File: config.mk
export PLATFORM = sky130hd
export DESIGN_NAME = pixel_fetch_flat
export DESIGN_NICKNAME = d
export VERILOG_FILES = /design/src/rtl/pixel_fetch_if.sv /design/src/rtl/pixel_fetch.sv /design/src/flat_wrapper.sv
export SDC_FILE = /design/constraint.sdc
export NUM_CORES = 1
export LEC_CHECK = 0
export BUFFER_PORTS_ARGS = -buffer_cell sky130_fd_sc_hd__buf_2
export CAP_MARGIN = 20
export CORE_MARGIN = 1.5
export CORE_UTILIZATION = 51
export CTS_CLUSTER_DIAMETER = 120
export DETAILED_ROUTE_END_ITERATION = 6
export GPL_TIMING_DRIVEN = 0
export PLACE_DENSITY_LB_ADDON = 0.15
export SYNTH_ARGS = -nofsm -noshare
export SYNTH_HDL_FRONTEND = slang
export SYNTH_SLANG_ARGS = --single-unit
export TNS_END_PERCENT = 50
File: constraint.sdc
create_clock -name clk_in -period 2.9 [get_ports clk_in]
set_input_delay 0.435 -clock clk_in [delete_from_list [all_inputs] [get_ports clk_in]]
set_output_delay 0.435 -clock clk_in [all_outputs]
set_load 0.02 [all_outputs]
File: src/rtl/pixel_fetch_if.sv
// Bus bundle between pixel_fetch, the framebuffer RAM and the scan stage.
// slave  = pixel_fetch side, master = scan stage / RAM / bench side.
interface pixel_fetch_if #(
    parameter int COLOR_DEPTH  = 6,
    parameter int COLUMN_WIDTH = 6,
    parameter int ROW_WIDTH    = 4
);
    localparam int AW = ROW_WIDTH + COLUMN_WIDTH + 2;

    logic                     pixel_load;
    logic [COLUMN_WIDTH-1:0]  column_address;
    logic [ROW_WIDTH-1:0]     row_address;
    logic [COLOR_DEPTH-1:0]   brightness_mask;
    logic [AW-1:0]            ram_addr;
    logic                     ram_rd_en;
    logic [3*COLOR_DEPTH-1:0] ram_rd_data;
    logic [2:0]               rgb_top;
    logic [2:0]               rgb_bottom;
    logic                     pixel_valid;
    logic                     busy;
    logic                     overrun;
    logic                     frame_swap_req;
    logic                     frame_swap_ack;
    logic                     frame_sel;

    modport slave (
        input  pixel_load, column_address, row_address, brightness_mask,
               ram_rd_data, frame_swap_req,
        output ram_addr, ram_rd_en, rgb_top, rgb_bottom, pixel_valid,
               busy, overrun, frame_swap_ack, frame_sel
    );

    modport master (
        output pixel_load, column_address, row_address, brightness_mask,
               ram_rd_data, frame_swap_req,
        input  ram_addr, ram_rd_en, rgb_top, rgb_bottom, pixel_valid,
               busy, overrun, frame_swap_ack, frame_sel
    );
endinterface

File: src/rtl/pixel_fetch.sv
// pixel_fetch: per pixel-load strobe, reads the top-half and bottom-half
// framebuffer words, picks the bit-plane named by brightness_mask and
// presents registered RGB bits for both halves.
// Optional: PIXEL_FETCH_DOUBLE_BUFFER_EN adds framebuffer swapping at the
// first pixel of a frame (row 0, last column, MSB bit-plane).
module pixel_fetch #(
    parameter int COLOR_DEPTH  = 6,
    parameter int COLUMN_WIDTH = 6,
    parameter int ROW_WIDTH    = 4
) (
    input  logic         clk_in,
    input  logic         reset,
    pixel_fetch_if.slave bus
);
    localparam int AW = ROW_WIDTH + COLUMN_WIDTH + 2;
    localparam logic [COLOR_DEPTH-1:0] MASK_MSB = {1'b1, {(COLOR_DEPTH-1){1'b0}}};

    typedef enum logic [1:0] {IDLE, RD_TOP, RD_BOT, WAIT_BOT} state_t;

    state_t                  state_q, state_d;
    logic [COLUMN_WIDTH-1:0] col_q, col_d;
    logic [ROW_WIDTH-1:0]    row_q, row_d;
    logic [COLOR_DEPTH-1:0]  mask_q, mask_d;
    logic [AW-1:0]           ram_addr_q, ram_addr_d;
    logic                    rd_en_q, rd_en_d;
    logic [2:0]              top_bits_q, top_bits_d;
    logic [2:0]              rgb_top_q, rgb_top_d;
    logic [2:0]              rgb_bot_q, rgb_bot_d;
    logic                    valid_q, valid_d;
    logic                    overrun_q, overrun_d;
    logic                    cur_frame;   // frame of the fetch in flight
    logic                    next_frame;  // frame used by a fetch starting now

    // Reduce one {R,G,B} word to one bit per channel for the chosen plane(s).
    function automatic logic [2:0] plane_bits(input logic [3*COLOR_DEPTH-1:0] word,
                                              input logic [COLOR_DEPTH-1:0]   mask);
        plane_bits = {|(word[3*COLOR_DEPTH-1:2*COLOR_DEPTH] & mask),
                      |(word[2*COLOR_DEPTH-1:COLOR_DEPTH]   & mask),
                      |(word[COLOR_DEPTH-1:0]               & mask)};
    endfunction

`ifdef PIXEL_FETCH_DOUBLE_BUFFER_EN
    logic frame_sel_q, frame_sel_d;
    logic ack_q, ack_d;
    logic pending_q, pending_d;
    logic swap;

    // Swap on the accepted strobe that starts a frame while a request is pending;
    // a request arriving on the swap edge itself stays pending for the next frame.
    always_comb begin
        swap        = bus.pixel_load && (state_q == IDLE) && pending_q &&
                      (bus.row_address == '0) && (bus.column_address == '1) &&
                      (bus.brightness_mask == MASK_MSB);
        frame_sel_d = frame_sel_q ^ swap;
        ack_d       = swap;
        pending_d   = (pending_q && !swap) || bus.frame_swap_req;
    end

    // Double-buffer state registers.
    always_ff @(posedge clk_in) begin
        if (!reset) begin
            frame_sel_q <= 1'b0;
            ack_q       <= 1'b0;
            pending_q   <= 1'b0;
        end else begin
            frame_sel_q <= frame_sel_d;
            ack_q       <= ack_d;
            pending_q   <= pending_d;
        end
    end

    assign cur_frame          = frame_sel_q;
    assign next_frame         = frame_sel_d;
    assign bus.frame_sel      = frame_sel_q;
    assign bus.frame_swap_ack = ack_q;
`else
    logic unused_swap_req;
    assign unused_swap_req    = bus.frame_swap_req;
    assign cur_frame          = 1'b0;
    assign next_frame         = 1'b0;
    assign bus.frame_sel      = 1'b0;
    assign bus.frame_swap_ack = 1'b0;
`endif

    // Fetch sequencer: issue top and bottom reads back to back, then fold
    // each returned word into RGB bits as it arrives one cycle later.
    always_comb begin
        state_d    = state_q;
        col_d      = col_q;
        row_d      = row_q;
        mask_d     = mask_q;
        ram_addr_d = ram_addr_q;
        rd_en_d    = 1'b0;
        top_bits_d = top_bits_q;
        rgb_top_d  = rgb_top_q;
        rgb_bot_d  = rgb_bot_q;
        valid_d    = 1'b0;
        // A strobe arriving mid-fetch is dropped and remembered until reset.
        overrun_d  = overrun_q || (bus.pixel_load && (state_q != IDLE));
        case (state_q)
            IDLE: begin
                if (bus.pixel_load) begin
                    col_d      = bus.column_address;
                    row_d      = bus.row_address;
                    mask_d     = bus.brightness_mask;
                    ram_addr_d = {next_frame, 1'b0, bus.row_address, bus.column_address};
                    rd_en_d    = 1'b1;
                    state_d    = RD_TOP;
                end
            end
            RD_TOP: begin
                ram_addr_d = {cur_frame, 1'b1, row_q, col_q};
                rd_en_d    = 1'b1;
                state_d    = RD_BOT;
            end
            RD_BOT: begin
                top_bits_d = plane_bits(bus.ram_rd_data, mask_q);
                state_d    = WAIT_BOT;
            end
            WAIT_BOT: begin
                rgb_top_d = top_bits_q;
                rgb_bot_d = plane_bits(bus.ram_rd_data, mask_q);
                valid_d   = 1'b1;
                state_d   = IDLE;
            end
            default: state_d = IDLE;
        endcase
    end

    // Sequencer and output registers; reset abandons any fetch in flight.
    always_ff @(posedge clk_in) begin
        if (!reset) begin
            state_q    <= IDLE;
            col_q      <= '0;
            row_q      <= '0;
            mask_q     <= '0;
            ram_addr_q <= '0;
            rd_en_q    <= 1'b0;
            top_bits_q <= '0;
            rgb_top_q  <= '0;
            rgb_bot_q  <= '0;
            valid_q    <= 1'b0;
            overrun_q  <= 1'b0;
        end else begin
            state_q    <= state_d;
            col_q      <= col_d;
            row_q      <= row_d;
            mask_q     <= mask_d;
            ram_addr_q <= ram_addr_d;
            rd_en_q    <= rd_en_d;
            top_bits_q <= top_bits_d;
            rgb_top_q  <= rgb_top_d;
            rgb_bot_q  <= rgb_bot_d;
            valid_q    <= valid_d;
            overrun_q  <= overrun_d;
        end
    end

    assign bus.ram_addr    = ram_addr_q;
    assign bus.ram_rd_en   = rd_en_q;
    assign bus.rgb_top     = rgb_top_q;
    assign bus.rgb_bottom  = rgb_bot_q;
    assign bus.pixel_valid = valid_q;
    assign bus.busy        = (state_q != IDLE);
    assign bus.overrun     = overrun_q;
endmodule

File: src/flat_wrapper.sv
// flat-port wrapper written by rule: the top's interface ports become plain ports
module pixel_fetch_flat 
#(
    parameter int COLOR_DEPTH  = 6,
    parameter int COLUMN_WIDTH = 6,
    parameter int ROW_WIDTH    = 4
)
  (clk_in, reset, bus_pixel_load, bus_column_address, bus_row_address, bus_brightness_mask, bus_ram_rd_data, bus_frame_swap_req, bus_ram_addr, bus_ram_rd_en, bus_rgb_top, bus_rgb_bottom, bus_pixel_valid, bus_busy, bus_overrun, bus_frame_swap_ack, bus_frame_sel);
  pixel_fetch_if #(.COLOR_DEPTH(COLOR_DEPTH), .COLUMN_WIDTH(COLUMN_WIDTH), .ROW_WIDTH(ROW_WIDTH)) bus_i ();
  input  logic clk_in;
  input  logic reset;
  input wire logic [$bits(bus_i.pixel_load)-1:0] bus_pixel_load;
  input wire logic [$bits(bus_i.column_address)-1:0] bus_column_address;
  input wire logic [$bits(bus_i.row_address)-1:0] bus_row_address;
  input wire logic [$bits(bus_i.brightness_mask)-1:0] bus_brightness_mask;
  input wire logic [$bits(bus_i.ram_rd_data)-1:0] bus_ram_rd_data;
  input wire logic [$bits(bus_i.frame_swap_req)-1:0] bus_frame_swap_req;
  output wire logic [$bits(bus_i.ram_addr)-1:0] bus_ram_addr;
  output wire logic [$bits(bus_i.ram_rd_en)-1:0] bus_ram_rd_en;
  output wire logic [$bits(bus_i.rgb_top)-1:0] bus_rgb_top;
  output wire logic [$bits(bus_i.rgb_bottom)-1:0] bus_rgb_bottom;
  output wire logic [$bits(bus_i.pixel_valid)-1:0] bus_pixel_valid;
  output wire logic [$bits(bus_i.busy)-1:0] bus_busy;
  output wire logic [$bits(bus_i.overrun)-1:0] bus_overrun;
  output wire logic [$bits(bus_i.frame_swap_ack)-1:0] bus_frame_swap_ack;
  output wire logic [$bits(bus_i.frame_sel)-1:0] bus_frame_sel;
  assign bus_i.pixel_load = bus_pixel_load;
  assign bus_i.column_address = bus_column_address;
  assign bus_i.row_address = bus_row_address;
  assign bus_i.brightness_mask = bus_brightness_mask;
  assign bus_i.ram_rd_data = bus_ram_rd_data;
  assign bus_i.frame_swap_req = bus_frame_swap_req;
  assign bus_ram_addr = bus_i.ram_addr;
  assign bus_ram_rd_en = bus_i.ram_rd_en;
  assign bus_rgb_top = bus_i.rgb_top;
  assign bus_rgb_bottom = bus_i.rgb_bottom;
  assign bus_pixel_valid = bus_i.pixel_valid;
  assign bus_busy = bus_i.busy;
  assign bus_overrun = bus_i.overrun;
  assign bus_frame_swap_ack = bus_i.frame_swap_ack;
  assign bus_frame_sel = bus_i.frame_sel;
  pixel_fetch #(.COLOR_DEPTH(COLOR_DEPTH), .COLUMN_WIDTH(COLUMN_WIDTH), .ROW_WIDTH(ROW_WIDTH)) u_core (.clk_in(clk_in), .reset(reset), .bus(bus_i));
endmodule
After elaboration in Yosys (flattened, before gate mapping)

Cells that the tools add are included.

Register bits: 42
Bits of input ports: 38
Output and inout port bits: 24
Word-level logic and storage cells: 35

Equality and inequality tests: 4
Muxes and demuxes: 7
Bitwise gates (word level): 3
Reductions and logical operators: 10

Operator list:

| cell                                                             | count |
|---|---|
| 12-bit one-hot mux with 2 select lines                           | 1 |
| 6-bit bitwise AND                                                | 3 |
| 6-bit OR reduction                                               | 3 |
| 12-bit two-way mux                                               | 1 |
| 2-bit one-hot mux with 4 select lines                            | 1 |
| 2-bit == test (second input constant)                            | 2 |
| 2-bit AND reduction                                              | 2 |
| 2-bit nonzero test                                               | 2 |
| 2-bit by 1-bit == test with 1-bit output (second input constant) | 1 |
| 2-bit logical NOT                                                | 1 |
| 1-bit two-way mux                                                | 2 |
| 2-bit two-way mux                                                | 1 |
| 2-bit inequality test (second input constant)                    | 1 |
| 1-bit one-hot mux with 2 select lines                            | 1 |
| 1-bit logical AND                                                | 1 |
| 1-bit logical OR                                                 | 1 |

Longest topological paths before layout

Depth in word-level cells: 3
Depth in mapped cells: 7
Depth with buffers taken out: 5

Least setup slack after synthesis

OpenSTA, ideal clock, no wires.

Path kind: register -> register
Start point: register u_core.state_q[1]
End point: register u_core.ram_addr_q[0] (netlist: u_core.bus.ram_addr[0])
Library setup time: 0.116 ns
Arrival time: 1.303 ns
Data required time: 2.784 ns
Path slack: 1.480 ns
Stages on the path, launching flop included: 7
Buffers on the path: 2
Clock period less this slack: 1.420 ns
Path through: dfxtp_1 -> inv_1 -> ha_1 -> buf_6 -> mux2_4 -> buf_6 -> o211a_1

Longest elaborated chain between the ends: 3
Elaborated cells between the ends (all ways): 6
Those cells by class: eq/ne: 2; mux: 1; reduce/logical: 3

Ends and longest elaborated chain:

| item                                                                          | RTL line           | RTL |
|---|---|---|
| start, declared                                                               | pixel_fetch.sv:20  | `state_t state_q, state_d;` |
| start signal, assigned                                                        | pixel_fetch.sv:145 | `state_q <= state_d;` |
| 2-bit by 1-bit == test with 1-bit output or 2-bit logical NOT (tied branches) | pixel_fetch.sv:100 | `case (state_q)` |
| 2-bit nonzero test (no line) or 2-bit inequality test (tied branches)         | n/a                |  |
| 2-bit AND reduction (no line)                                                 | n/a                |  |
| end signal, assigned                                                          | pixel_fetch.sv:149 | `ram_addr_q <= ram_addr_d;` |
| end, declared                                                                 | pixel_fetch.sv:24  | `logic [AW-1:0] ram_addr_q, ram_addr_d;` |

Parallel ways exist; a longest one is shown, timed or not.
A chain may end at the register's enable or synchronous reset.

Worst setup path in the final report

Start point: register u_core.state_q[0]
End point: output port bus_busy

Longest elaborated chain between the ends: 1

Ends and longest elaborated chain:

| item               | RTL line           | RTL |
|---|---|---|
| 2-bit nonzero test | pixel_fetch.sv:164 | `assign bus.busy = (state_q != IDLE);` |
| end, declared      | flat_wrapper.sv:23 | `output wire logic [$bits(bus_i.busy)-1:0] bus_busy;` |

Every way passes these cells.

==> summary.txt <==
CLOCK TREE
---------------------------------------------------------------------------------
Clock tree root driver cell ........................................     clkbuf_4
Post-CTS Setup Repair Bufs .........................................            0
TritonCTS Buffers ..................................................            5
CTS hold repair buffers ............................................            0
Clock Tree Buf Depth ...............................................            2
Total of cells resized after clock tree synthesis ..................            0
Clock transition at path regs ......................................      0.13 ns
Clock sinks ........................................................           41
Latest clock arrival within the worst-skew pair ....................      0.35 ns
Number of levels in the clock H-tree ...............................            2
Clock tree from TritonCTS ..........................................        built

CELLS AND AREA
---------------------------------------------------------------------------------
Synth-to-Final Area Change .........................................        24.1%
Number of fill cells ...............................................          296
Share of cells above drive strength 1 ..............................        0.337
Final core utilization .............................................        0.668
Final net count ....................................................          297
Antenna Cells ......................................................            0
Footprint of the multi-input gates .................................      886 µm²
Sequential standard cell area ......................................      821 µm²

TIMING
---------------------------------------------------------------------------------
Period minus WS final ..............................................      1.78 ns
Total Negative Setup Slacks ........................................         0 ns
Final-report hold violation count ..................................            0
Number of max-slew violations in the final report ..................            0
Final worst path period share ......................................        0.613
Setup ws final .....................................................      1.12 ns
Total of endpoints with negative setup slack in the final report ...            0
Worst Clk Skew .....................................................    0.0108 ns
Unrepaired setup endpoints after global routing ....................           no
Maximum clock frequency ............................................      562 MHz

PWR
---------------------------------------------------------------------------------
Combinational cell fraction of total power .........................        0.434
Power density over the cells .......................................   931 mW/mm²
Clock share of power ...............................................        0.187
Register share of total power ......................................        0.379
Int Pwr ............................................................      1320 µW
Peak supply drop ...................................................     0.556 mV
Net switching power ................................................       784 µW
Fraction of power spent switching nets .............................        0.372
Leak pwr ...........................................................   0.00109 µW

PLACED DESIGN
---------------------------------------------------------------------------------
HPWL reported at the end of detailed placement .....................      2.67 mm
IO Port Bufs .......................................................           57
Global placement routability congestion ............................        0.765
Placement-stage worst setup slack ..................................      1.39 ns

FLOW RUN
---------------------------------------------------------------------------------
Maximum capacitance violations .....................................            0

ROUTING
---------------------------------------------------------------------------------
DRC viols ..........................................................            0
Antenna-violating nets left ........................................            0
Average routed wire per standard cell ..............................      11.9 µm
Number of vias in the routed layout ................................         1513
Detailed-route wire length .........................................      3.58 mm
Number of vias per cell after detailed routing .....................         5.03
First-pass DRT Iterations ..........................................            4
DRC violation total after the first TritonRoute iteration ..........           44

GLOBAL ROUTE
---------------------------------------------------------------------------------
Via count of the first global-routing pass .........................         1385
Remaining Overflow, GRT ............................................            0
Aggregate global-route resource usage ..............................        0.190
Largest net degree at the start of global routing ..................           14
Initial antenna violation count ....................................            0
Global-route wire length before repair .............................      6.00 mm

STATUS
---------------------------------------------------------------------------------
Status .............................................................    completed

CRITICAL PATH
---------------------------------------------------------------------------------
Crit Path Max Fanout ...............................................            5
Crit start category ................................................    flip-flop
Endpoint class of the critical path ................................   output pin
Arrival time worst endpoint ........................................      1.34 ns
Reg-to-reg slack, setup ............................................      1.38 ns
CP required ........................................................      2.47 ns
Crit path kind ..................................................... flip-flop to output pin

YOSYS
---------------------------------------------------------------------------------
Mean Syn Cell Area .................................................     9.70 µm²
Synth warn .........................................................            0
Ys async rst share .................................................            0
Most common cell in the netlist ....................................      nand2_1
Portion of synthesized cell area occupied by the leading cell type .        0.450
Gate count after technology mapping ................................          188
Fraction of the yosys area taken by sequential cells ...............        0.450
Top FF cell, synth .................................................      dfxtp_1
Number of distinct library cells after synthesis ...................           27
Ranking of synthesized cells by instance count ..................... nand2_1 (44), dfxtp_1 (41), mux2i_1 (13), o211a_1 (10)
Post-synth EDFFs ...................................................            0
Ranking of synthesized cells by area ............................... dfxtp_1 (45%), nand2_1 (9.1%), mux2i_1 (7.1%)
Cell Area, Synth ...................................................  0.00182 mm²
Cell taking the most area after synthesis ..........................      dfxtp_1
Number of synthesized register bits ................................           41

DIE
---------------------------------------------------------------------------------
Total Die Area .....................................................  0.00394 mm²
Initial standard-cell utilization of the core ......................        0.538
Die height .........................................................      62.8 µm
Number of standard-cell rows in the floorplan ......................           21
Core region area ...................................................  0.00339 mm²
Die X ..............................................................      62.8 µm
Number of primary I/O pins .........................................           62

MIN PATH
---------------------------------------------------------------------------------
Min-delay worst type ............................................... primary input to flip-flop

==> layout make-up <==
type | count | share of cell area
clock inverters | 2 | 0.0166
multi-input cells | 131 | 0.391
flip-flops and latches | 41 | 0.363
inverters | 3 | 0.00498
well taps | 46 | 0.0254
clock buffers | 6 | 0.0227
repair buffers | 57 | 0.126
plain buffers | 15 | 0.0503
==> registers in the layout (all words and copies together) (netlist names), 2 cells and up <==
signal	flops
u_core.state_q	2
u_core.bus.rgb_bottom	3
u_core.bus.ram_addr	11
u_core.mask_q	6
u_core.col_q	6
u_core.row_q	4
u_core.bus.rgb_top	3
u_core.top_bits_q	3
==> worst max-delay path: stages (launching register included) <==
cell and delay, ns:
dfxtp_1 0.40, inv_1 0.09, ha_1 0.25, inv_1 0.09
buf_2 0.16
==> stage by stage <==
stage | hold slack (ns) | power, µW | cell area (µm²) | std cells
2_1_floorplan | 0.443 | 1500 | 1830 | 190
3_3_place_gp | 0.448 | 1720 | 2170 | 293
3_5_place_dp | 0.452 | 1730 | 2170 | 293
4_1_cts | 0.306 | 2130 | 2260 | 301
5_1_grt | 0.304 | 2260 | 2260 | 301
6_report | 0.316 | 2110 | 2260 | 301
==> per-layer routing <==
layer  vias to the layer above  part of all wire  global-route usage
met2                        28              0.49               0.320
met4                         0             0.017              0.0667
met3                         7             0.031              0.0505
li1                        779                 -                   -
met5                         -                 0                   0
met1                       699              0.47               0.233
==> placed cells by master, fill, tap and decap left out, types with 6 or more instances in the layout <==
cell type and n:
nand2_1 44, buf_2 58, a31oi_1 6, a21boi_2 9
mux2i_1 13, dfxtp_1 41, o211a_1 10, o21ai_0 9
a21boi_0 7
==> cell families after synthesis <==
| family | synth area share |
|---|---|
| simple gates | 0.122 |
| mux | 0.0796 |
| fa+ha+maj | 0.0343 |
| compound gates | 0.243 |
| buf+inv | 0.0686 |
| other cells | 0.00206 |
| flops | 0.450 |
==> final timing paths <==
| check | startpoint | to | cells past startpoint |
|---|---|---|---|
| max | u_core.state_q[0]$_SDFFE_PN0P_ | bus_busy | 4 |
| min | bus_row_address[2] | u_core.row_q[2]$_SDFFE_PN0P_ | 3 |
| max reg2reg | u_core.state_q[1]$_SDFFE_PN0P_ | u_core.bus.ram_addr[4]$_SDFFE_PN0P_ | 6 |
| min reg2reg | u_core.bus.overrun$_SDFF_PN0_ | u_core.bus.overrun$_SDFF_PN0_ | 1 |
==> power by group through the flow <==
stage / registers [µW] / clock network [µW] / logic (µW)
after floorplan: 906 / 0 / 591
after global placement: 810 / 0 / 912
after detailed placement: 814 / 0 / 919
after CTS: 801 / 404 / 927
after global routing: 818 / 431 / 1010
final: 800 / 393 / 915
(Power assumes the default switching activity.)
